[config.mk]
export PLATFORM = sky130hd
export DESIGN_NAME = apb_master_arbiter_flat
export DESIGN_NICKNAME = d
export VERILOG_FILES = /design/src/rtl/apb_master_arbiter_if.sv /design/src/rtl/apb_master_arbiter.sv /design/src/flat_wrapper.sv
export SDC_FILE = /design/constraint.sdc
export NUM_CORES = 1
export LEC_CHECK = 0
export CAP_MARGIN = 0
export CORE_ASPECT_RATIO = 0.5
export CORE_MARGIN = 3
export CORE_UTILIZATION = 43
export CTS_BUF_LIST = sky130_fd_sc_hd__clkbuf_8
export CTS_CLUSTER_DIAMETER = 120
export CTS_CLUSTER_SIZE = 20
export DETAILED_ROUTE_END_ITERATION = 7
export HOLD_SLACK_MARGIN = 0.05
export PLACE_DENSITY = 0.87
export SLEW_MARGIN = 20
export SYNTH_ARGS = -nofsm -noshare
export SYNTH_HDL_FRONTEND = slang
export SYNTH_SLANG_ARGS = --single-unit
[constraint.sdc]
create_clock -name PCLK -period 2.9 [get_ports PCLK]
set_input_delay 0.29 -clock PCLK [delete_from_list [all_inputs] [get_ports PCLK]]
set_output_delay 0.29 -clock PCLK [all_outputs]
set_load 0.02 [all_outputs]
[src/rtl/apb_master_arbiter_if.sv]
// Requester-side and APB-side signal bundle for the two-requester APB master.
// The master modport is the arbiter's view; the slave modport is the far side
// (requesters plus the APB slave) as seen by whatever drives them.
interface apb_master_arbiter_if #(
   parameter int ADDR_W = 32,
   parameter int DATA_W = 32
);
   // requester 0
   logic              req0_valid;
   logic              req0_write;
   logic [ADDR_W-1:0] req0_addr;
   logic [DATA_W-1:0] req0_wdata;
   logic              req0_done;
   logic              req0_err;
   logic [DATA_W-1:0] req0_rdata;
   // requester 1
   logic              req1_valid;
   logic              req1_write;
   logic [ADDR_W-1:0] req1_addr;
   logic [DATA_W-1:0] req1_wdata;
   logic              req1_done;
   logic              req1_err;
   logic [DATA_W-1:0] req1_rdata;
   // APB
   logic              PSEL;
   logic              PENABLE;
   logic [ADDR_W-1:0] PADDR;
   logic              PWRITE;
   logic [DATA_W-1:0] PWDATA;
   logic              PREADY;
   logic [DATA_W-1:0] PRDATA;

   modport master (
      input  req0_valid, req0_write, req0_addr, req0_wdata,
      output req0_done, req0_err, req0_rdata,
      input  req1_valid, req1_write, req1_addr, req1_wdata,
      output req1_done, req1_err, req1_rdata,
      output PSEL, PENABLE, PADDR, PWRITE, PWDATA,
      input  PREADY, PRDATA
   );

   modport slave (
      output req0_valid, req0_write, req0_addr, req0_wdata,
      input  req0_done, req0_err, req0_rdata,
      output req1_valid, req1_write, req1_addr, req1_wdata,
      input  req1_done, req1_err, req1_rdata,
      input  PSEL, PENABLE, PADDR, PWRITE, PWDATA,
      output PREADY, PRDATA
   );
endinterface

[src/rtl/apb_master_arbiter.sv]
// Round-robin APB master sharing one APB slave port between two requesters.
// Latency: grant at edge k, SETUP k+1, ACCESS k+2, done pulse in cycle k+3 at the earliest.
// Backpressure: PREADY low stretches ACCESS up to TIMEOUT cycles, then aborts with err.
module apb_master_arbiter #(
   parameter int ADDR_W  = 32,
   parameter int DATA_W  = 32,
   parameter int TIMEOUT = 16
) (
   input  logic                 PCLK,
   input  logic                 PRESET,
   apb_master_arbiter_if.master bus
);

   localparam int CNT_W = (TIMEOUT > 2) ? $clog2(TIMEOUT) : 1;
   localparam logic [CNT_W-1:0] CNT_LAST = CNT_W'(TIMEOUT - 1);

   typedef enum logic [1:0] {
      ST_IDLE   = 2'd0,
      ST_SETUP  = 2'd1,
      ST_ACCESS = 2'd2
   } state_t;

   state_t            state_q,      state_d;
   logic [CNT_W-1:0]  cnt_q,        cnt_d;
   logic              last_grant_q, last_grant_d;
   logic              gnt_q,        gnt_d;
   logic              psel_q,       psel_d;
   logic              penable_q,    penable_d;
   logic [ADDR_W-1:0] paddr_q,      paddr_d;
   logic              pwrite_q,     pwrite_d;
   logic [DATA_W-1:0] pwdata_q,     pwdata_d;
   logic              done0_q,      done0_d;
   logic              done1_q,      done1_d;
   logic              err0_q,       err0_d;
   logic              err1_q,       err1_d;
   logic [DATA_W-1:0] rdata0_q,     rdata0_d;
   logic [DATA_W-1:0] rdata1_q,     rdata1_d;

   logic elig0, elig1, pick1;

   // A requester whose done pulse is showing this cycle is still holding valid; mask it.
   assign elig0 = bus.req0_valid & ~done0_q;
   assign elig1 = bus.req1_valid & ~done1_q;
   // On a tie pick the requester that was not granted last time.
   assign pick1 = elig1 & (~elig0 | ~last_grant_q);

   // Next-state and registered-output computation for the IDLE/SETUP/ACCESS sequence.
   always_comb begin
      state_d      = state_q;
      cnt_d        = cnt_q;
      last_grant_d = last_grant_q;
      gnt_d        = gnt_q;
      psel_d       = psel_q;
      penable_d    = penable_q;
      paddr_d      = paddr_q;
      pwrite_d     = pwrite_q;
      pwdata_d     = pwdata_q;
      done0_d      = 1'b0;
      done1_d      = 1'b0;
      err0_d       = 1'b0;
      err1_d       = 1'b0;
      rdata0_d     = rdata0_q;
      rdata1_d     = rdata1_q;

      case (state_q)
         ST_IDLE: begin
            if (elig0 | elig1) begin
               state_d      = ST_SETUP;
               gnt_d        = pick1;
               last_grant_d = pick1;
               cnt_d        = '0;
               psel_d       = 1'b1;
               penable_d    = 1'b0;
               paddr_d      = pick1 ? bus.req1_addr  : bus.req0_addr;
               pwrite_d     = pick1 ? bus.req1_write : bus.req0_write;
               pwdata_d     = pick1 ? bus.req1_wdata : bus.req0_wdata;
            end
         end
         ST_SETUP: begin
            state_d   = ST_ACCESS;
            penable_d = 1'b1;
         end
         ST_ACCESS: begin
            if (bus.PREADY) begin
               state_d   = ST_IDLE;
               psel_d    = 1'b0;
               penable_d = 1'b0;
               if (gnt_q) begin
                  done1_d = 1'b1;
                  if (!pwrite_q) rdata1_d = bus.PRDATA;
               end else begin
                  done0_d = 1'b1;
                  if (!pwrite_q) rdata0_d = bus.PRDATA;
               end
            end else if (cnt_q == CNT_LAST) begin
               // Slave never answered: release the bus and report the abort.
               state_d   = ST_IDLE;
               psel_d    = 1'b0;
               penable_d = 1'b0;
               if (gnt_q) begin
                  done1_d = 1'b1;
                  err1_d  = 1'b1;
               end else begin
                  done0_d = 1'b1;
                  err0_d  = 1'b1;
               end
            end else begin
               cnt_d = cnt_q + CNT_W'(1);
            end
         end
         default: begin
            state_d = ST_IDLE;
         end
      endcase
   end

   // State and output registers; reset drops any in-flight transfer silently.
   always_ff @(posedge PCLK) begin
      if (PRESET) begin
         state_q      <= ST_IDLE;
         cnt_q        <= '0;
         last_grant_q <= 1'b1;
         gnt_q        <= 1'b0;
         psel_q       <= 1'b0;
         penable_q    <= 1'b0;
         paddr_q      <= '0;
         pwrite_q     <= 1'b0;
         pwdata_q     <= '0;
         done0_q      <= 1'b0;
         done1_q      <= 1'b0;
         err0_q       <= 1'b0;
         err1_q       <= 1'b0;
         rdata0_q     <= '0;
         rdata1_q     <= '0;
      end else begin
         state_q      <= state_d;
         cnt_q        <= cnt_d;
         last_grant_q <= last_grant_d;
         gnt_q        <= gnt_d;
         psel_q       <= psel_d;
         penable_q    <= penable_d;
         paddr_q      <= paddr_d;
         pwrite_q     <= pwrite_d;
         pwdata_q     <= pwdata_d;
         done0_q      <= done0_d;
         done1_q      <= done1_d;
         err0_q       <= err0_d;
         err1_q       <= err1_d;
         rdata0_q     <= rdata0_d;
         rdata1_q     <= rdata1_d;
      end
   end

   assign bus.PSEL       = psel_q;
   assign bus.PENABLE    = penable_q;
   assign bus.PADDR      = paddr_q;
   assign bus.PWRITE     = pwrite_q;
   assign bus.PWDATA     = pwdata_q;
   assign bus.req0_done  = done0_q;
   assign bus.req0_err   = err0_q;
   assign bus.req0_rdata = rdata0_q;
   assign bus.req1_done  = done1_q;
   assign bus.req1_err   = err1_q;
   assign bus.req1_rdata = rdata1_q;

endmodule

[src/flat_wrapper.sv]
// flat-port wrapper written by rule: the top's interface ports become plain ports
module apb_master_arbiter_flat 
#(
   parameter int ADDR_W  = 32,
   parameter int DATA_W  = 32,
   parameter int TIMEOUT = 16
)
  (PCLK, PRESET, bus_req0_valid, bus_req0_write, bus_req0_addr, bus_req0_wdata, bus_req0_done, bus_req0_err, bus_req0_rdata, bus_req1_valid, bus_req1_write, bus_req1_addr, bus_req1_wdata, bus_req1_done, bus_req1_err, bus_req1_rdata, bus_PSEL, bus_PENABLE, bus_PADDR, bus_PWRITE, bus_PWDATA, bus_PREADY, bus_PRDATA);
  apb_master_arbiter_if #(.ADDR_W(ADDR_W), .DATA_W(DATA_W)) bus_i ();
  input  logic PCLK;
  input  logic PRESET;
  input wire logic [$bits(bus_i.req0_valid)-1:0] bus_req0_valid;
  input wire logic [$bits(bus_i.req0_write)-1:0] bus_req0_write;
  input wire logic [$bits(bus_i.req0_addr)-1:0] bus_req0_addr;
  input wire logic [$bits(bus_i.req0_wdata)-1:0] bus_req0_wdata;
  output wire logic [$bits(bus_i.req0_done)-1:0] bus_req0_done;
  output wire logic [$bits(bus_i.req0_err)-1:0] bus_req0_err;
  output wire logic [$bits(bus_i.req0_rdata)-1:0] bus_req0_rdata;
  input wire logic [$bits(bus_i.req1_valid)-1:0] bus_req1_valid;
  input wire logic [$bits(bus_i.req1_write)-1:0] bus_req1_write;
  input wire logic [$bits(bus_i.req1_addr)-1:0] bus_req1_addr;
  input wire logic [$bits(bus_i.req1_wdata)-1:0] bus_req1_wdata;
  output wire logic [$bits(bus_i.req1_done)-1:0] bus_req1_done;
  output wire logic [$bits(bus_i.req1_err)-1:0] bus_req1_err;
  output wire logic [$bits(bus_i.req1_rdata)-1:0] bus_req1_rdata;
  output wire logic [$bits(bus_i.PSEL)-1:0] bus_PSEL;
  output wire logic [$bits(bus_i.PENABLE)-1:0] bus_PENABLE;
  output wire logic [$bits(bus_i.PADDR)-1:0] bus_PADDR;
  output wire logic [$bits(bus_i.PWRITE)-1:0] bus_PWRITE;
  output wire logic [$bits(bus_i.PWDATA)-1:0] bus_PWDATA;
  input wire logic [$bits(bus_i.PREADY)-1:0] bus_PREADY;
  input wire logic [$bits(bus_i.PRDATA)-1:0] bus_PRDATA;
  assign bus_i.req0_valid = bus_req0_valid;
  assign bus_i.req0_write = bus_req0_write;
  assign bus_i.req0_addr = bus_req0_addr;
  assign bus_i.req0_wdata = bus_req0_wdata;
  assign bus_req0_done = bus_i.req0_done;
  assign bus_req0_err = bus_i.req0_err;
  assign bus_req0_rdata = bus_i.req0_rdata;
  assign bus_i.req1_valid = bus_req1_valid;
  assign bus_i.req1_write = bus_req1_write;
  assign bus_i.req1_addr = bus_req1_addr;
  assign bus_i.req1_wdata = bus_req1_wdata;
  assign bus_req1_done = bus_i.req1_done;
  assign bus_req1_err = bus_i.req1_err;
  assign bus_req1_rdata = bus_i.req1_rdata;
  assign bus_PSEL = bus_i.PSEL;
  assign bus_PENABLE = bus_i.PENABLE;
  assign bus_PADDR = bus_i.PADDR;
  assign bus_PWRITE = bus_i.PWRITE;
  assign bus_PWDATA = bus_i.PWDATA;
  assign bus_i.PREADY = bus_PREADY;
  assign bus_i.PRDATA = bus_PRDATA;
  apb_master_arbiter #(.ADDR_W(ADDR_W), .DATA_W(DATA_W), .TIMEOUT(TIMEOUT)) u_core (.PCLK(PCLK), .PRESET(PRESET), .bus(bus_i));
endmodule
======== After elaboration in Yosys (flattened, before gate mapping) ========
Cells that the tools add are included.
operators by class
  add/sub/neg operators ................... 1
  equality and inequality tests ........... 7
  muxes and demuxes ....................... 23
  bitwise operators ....................... 12
  reduce and logical (&&, ||, !) cells .... 12
operator list
  operator             count
  $mux 32              2
  $mux 4               3
  $reduce_and 4->1     3
  $mux 1               11
  $pmux 4 s2           1
  $not 1->1            7
  $mux 2               3
  $pmux 2 s3           1
  $reduce_and 3->1     2
  $add 4x1->4 const B  1
  $eq 4x4->1 const B   1
  $ne 2x2->1 const B   2
  $reduce_and 2->1     2
  $and 1x1->1          3
  $ne 3x2->1 const B   1
  $pmux 1 s3           1
  $reduce_bool 3->1    1
  $reduce_or 3->1      1
  $eq 2x1->1 const B   1
  $eq 2x2->1 const B   1
  $logic_not 2->1      1
  $ne 2x1->1 const B   1
  $or 1x1->1           2
  $pmux 1 s2           1
  2 further kinds      2
word-level totals
  bits in registers ....................... 143
  output and inout port bits .............. 135

======== Depth between registers and ports, before layout ========
  depth after elaboration ................. 6
  gate-level depth with buffers ........... 6

======== Least setup slack after synthesis ========
OpenSTA, ideal clock, no wires.
  path kind ............................... flip-flop to flip-flop
  start ................................... register u_core.done1_q (netlist: u_core.bus.req1_done)
  end ..................................... register u_core.paddr_q[18] (netlist: u_core.bus.PADDR[18])
  data arrival time ....................... 1.458 ns
  data required time ...................... 2.814 ns
  path slack .............................. 1.356 ns
  stages on the path, launching flop included .. 6
  path buffers ............................ 1
  clock period less this slack ............ 1.544 ns
  path through ............................ dfxtp_1 and2b_1 o21ai_2 clkbuf_1 a21oi_1 a211oi_1
between the ends
  longest elaborated chain between the ends .. 4
  elaborated cells between the ends (all ways) .. 6
  classes of those cells .................. 1 x mux; 4 x bitwise; 1 x reduce/logical
ends and longest elaborated chain
  what                                                line                                                RTL
  start, declared                                     apb_master_arbiter.sv:33                            logic done1_q, done1_d;
  start signal, assigned                              apb_master_arbiter.sv:146                           done1_q <= done1_d;
  $not 1->1 (*)                                       apb_master_arbiter.sv:43                            assign elig1 = bus.req1_valid & ~done1_q;
  $and 1x1->1 (*)                                     apb_master_arbiter.sv:43
  $and 1x1->1 / $or 1x1->1 (equally long branches)    apb_master_arbiter.sv:45, apb_master_arbiter.sv:67
  $mux 32 / $reduce_and 2->1 (equally long branches)  -
  end signal, assigned                                apb_master_arbiter.sv:142                           paddr_q <= paddr_d;
  end, declared                                       apb_master_arbiter.sv:29                            logic [ADDR_W-1:0] paddr_q, paddr_d;
Every way passes the cells marked *; elsewhere a longest branch is shown, timed or not.
A chain may end at the register's enable or synchronous reset.

======== Worst setup path in the final report ========
  start ................................... register u_core.done1_q (netlist: u_core.bus.req1_done)
  end ..................................... register u_core.paddr_q[14] (netlist: u_core.bus.PADDR[14])
The elaborated chain is that of the path after synthesis.

==> results.py <==
metrics = {
    "outcome": {
        "status": "finished clean",
    },
    "layout": {
        "insertedDiodeCount": 0,
        "fin_area_um2": 9094,
        "syn_to_final_growth_pct": 63.36,
        "regArea_um2": 2863,
        "final_layout_size_suffix_gt1_frac": 0.05030,
        "nets": 1150,
        "nFillCells": 925,
        "multiInputGateArea_um2": 2452,
    },
    "sta": {
        "rsz0062_at_grt": "no",
        "setup_viol": 0,
        "min_period_over_period": 0.6329,
        "skew_ns": 0.01360,
        "finalHoldViolCount": 0,
        "slew-limit-headroom": 0.6304,
        "setup_slack_ns": 1.065,
        "slew_violations": 0,
        "finalCriticalPeriod_ns": 1.835,
        "whs_ns": 0.3361,
        "tns_ns": 0,
        "tightest_slew_ns": 0.5544,
        "max_freq_ghz": 0.5448,
    },
    "logic_synthesis": {
        "ys_seq_area_frac": 0.5143,
        "yosysTopAreaCell": "dfxtp_1",
        "async_flop_share": 0,
        "synthFlopType": "dfxtp_1",
        "synth_common_cells": "nand2_1, dfxtp_1, a21oi_1, nor2_1, a211oi_1",
        "synth_top_area_share": 0.5143,
        "synth_area_leaders": "dfxtp_1, nand2_1, a21oi_1",
        "synth_fp_nets": 875,
        "ys_ff_latch": 143,
        "ys_warn_count": 0,
        "synthesis.area_um2": 5567,
        "ys_types": 32,
        "syn_inst": 707,
        "synth_edf_count": 0,
        "syn_avg_cell_area_um2": 7.874,
        "synth_most_common_cell": "nand2_1",
    },
    "clock_network": {
        "holdBufCountCts": 0,
        "cts_inserted_buffers": 17,
        "clkSlewWorstSetupHoldPaths_ns": 0.08,
        "clk-insertion-delay-late_ns": 0.43,
        "h-tree-depth": 4,
        "cts_buffer_depth": 2,
        "post_cts_buffers": 0,
        "post_cts_resized": 0,
        "cts_tree": "done",
        "root_buffer": "clkbuf_8",
        "cts_sinks": 143,
    },
    "floorplan": {
        "die_h_um": 86.46,
        "die_w_um": 166.9,
        "row_count": 28,
        "ios": 302,
        "coreArea_um2": 12230,
        "die_area_um2": 14430,
        "start_util": 0.4553,
    },
    "worst_setup_path": {
        "worstPathArrival_ns": 2.16,
        "crit_fanout": 24,
        "ff2ff_path_depth": 5,
        "cp.required_ns": 3.23,
        "reg2reg_to": "u_core.bus.PADDR[14]$_SDFFE_PP0P_",
        "worstSetupStartpointType": "flop",
        "r2r_start": "u_core.bus.req1_done$_SDFF_PP0_",
        "cp-end-kind": "flop",
        "setup.worst_path.class": "reg -> reg",
        "r2r_slack_ns": 1.06,
    },
    "grt": {
        "grt_pass1_vias": 5852,
        "grt_pass1_wl_um": 29120,
        "antenna_found_initial": 0,
        "grtUsageTotal": 0.2483,
        "grt_max_degree": 73,
        "gr-total-overflow": 0,
    },
    "place": {
        "gp_congestion": 0.8321,
        "portBuffers": 301,
        "hpwlAfterDp_um": 13300,
        "place_ws_ns": 0.7791,
        "placed_area_um2": 8667,
    },
    "routing": {
        "drt-initial-drc-count": 385,
        "post_drt_via_cell_ratio": 5.186,
        "drc_errors": 0,
        "wire_per_inst_um": 16.13,
        "drt-total-wl_um": 18690,
        "ant_nets": 0,
        "via_count": 6011,
        "dr.pass1.iters": 5,
    },
    "power": {
        "p_total_mw": 5.089,
        "p_per_area_nw_per_um2": 559.6,
        "p_leak_nw": 3.338,
        "ir_drop_v": 0.0002913,
    },
    "min_path": {
        "hold-path-endpoint": "u_core.state_q[0]$_SDFFE_PP0P_",
        "hp-class": "in -> reg",
        "holdPathStages": 2,
        "min_from": "PRESET",
    },
    "job": {
        "max-cap-violations": 0,
    },
}
[per-stage QoR]
| step | std cells | utilization |
|---|---|---|
| 2_1_floorplan | 707 | - |
| 3_3_place_gp | 1128 | 0.7089 |
| 3_5_place_dp | 1128 | 0.7089 |
| 4_1_cts | 1159 | 0.7438 |
| 5_1_grt | 1159 | 0.7438 |
| 6_report | 1159 | 0.7438 |
[report_power, final]
part           internal (mW)  switching, mW  total, mW
clock network          0.936          0.781       1.72
logic                  0.585          0.603       1.19
registers               2.10         0.0795       2.18
total                   3.62           1.46       5.09
[worst max-delay path: stages, from the launching register on]
cell and delay [ns]:
dfxtp_1 0.33, and2b_1 0.25, nand2_2 0.40, buf_4 0.37, nand2_1 0.11, a211oi_1 0.27
[how the worst max path moves through the flow]
stage	to	startpoint	slack, ns	depth (start not counted)
floorplan	u_core.bus.PADDR[18]$_SDFFE_PP0P_	u_core.bus.req1_done$_SDFF_PP0_	1.36	5
global placement	u_core.bus.PADDR[16]$_SDFFE_PP0P_	bus_req1_valid	0.85	6
detailed placement	u_core.bus.PWDATA[18]$_SDFFE_PP0P_	bus_req1_valid	0.78	6
CTS	bus_PWRITE	u_core.bus.PWRITE$_SDFFE_PP0P_	1.04	1
global route	u_core.bus.PADDR[14]$_SDFFE_PP0P_	u_core.bus.req1_done$_SDFF_PP0_	0.96	5
finish	u_core.bus.PADDR[14]$_SDFFE_PP0P_	u_core.bus.req1_done$_SDFF_PP0_	1.06	5
[cells by family after synthesis]
family / after synthesis / synth area share
AO/OA/AOI/OAI: 207 / 0.2187
XOR/XNOR: 1 / 0.001574
adder cells (fa/ha/maj): 1 / 0.002247
buffers and inverters: 58 / 0.04900
flip-flops: 143 / 0.5143
multiplexers: 1 / 0.002023
AND/OR/NAND/NOR: 296 / 0.2122
[layer usage]
layer | global-route usage | vias to the layer above | wire length, µm
met2 | 0.4409 | 228 | 9352
met4 | 0.09581 | 0 | 510
met5 | 0 | - | 0
met3 | 0.07198 | 39 | 1338
li1 | - | 2935 | -
met1 | 0.2886 | 2809 | 7489
[state kept, by name (all words and copies together), names as in the netlist]
signal,cells
u_core.bus.PADDR,32
u_core.bus.PENABLE,1
u_core.bus.PSEL,1
u_core.bus.PWDATA,32
u_core.bus.PWRITE,1
u_core.bus.req0_done,1
u_core.bus.req0_err,1
u_core.bus.req0_rdata,32
u_core.bus.req1_done,1
u_core.bus.req1_err,1
u_core.bus.req1_rdata,32
u_core.cnt_q,4
u_core.gnt_q,1
u_core.last_grant_q,1
u_core.state_q,2
[cells in the final DEF (no fill, tap or decap), types with 2 or more instances in the layout]
cell,netlist,routed
inv_6,0,2
a21oi_1,133,133
clkdlybuf4s50_1,0,300
clkinv_4,0,3
nand2b_1,3,3
o21ai_0,2,2
nand4b_1,2,2
dfxtp_1,143,143
clkinvlp_4,0,2
a211oi_1,66,66
buf_4,3,11
and2b_1,2,2
nor2_1,75,75
clkinv_2,0,2
nand2_1,199,198
nor3_1,5,5
bufinv_16,0,4
nand3_1,3,3
buf_12,0,3
clkbuf_8,0,17
[area by class of cell]
cell class                      count  area share
Clock inverter                     14     0.02119
Clock buffer                       17     0.02573
Tap cell                          165     0.02270
Sequential cell                   143      0.3148
Multi-Input combinational cell    506      0.2697
Timing Repair Buffer              314      0.3459
(Power assumes the default switching activity.)
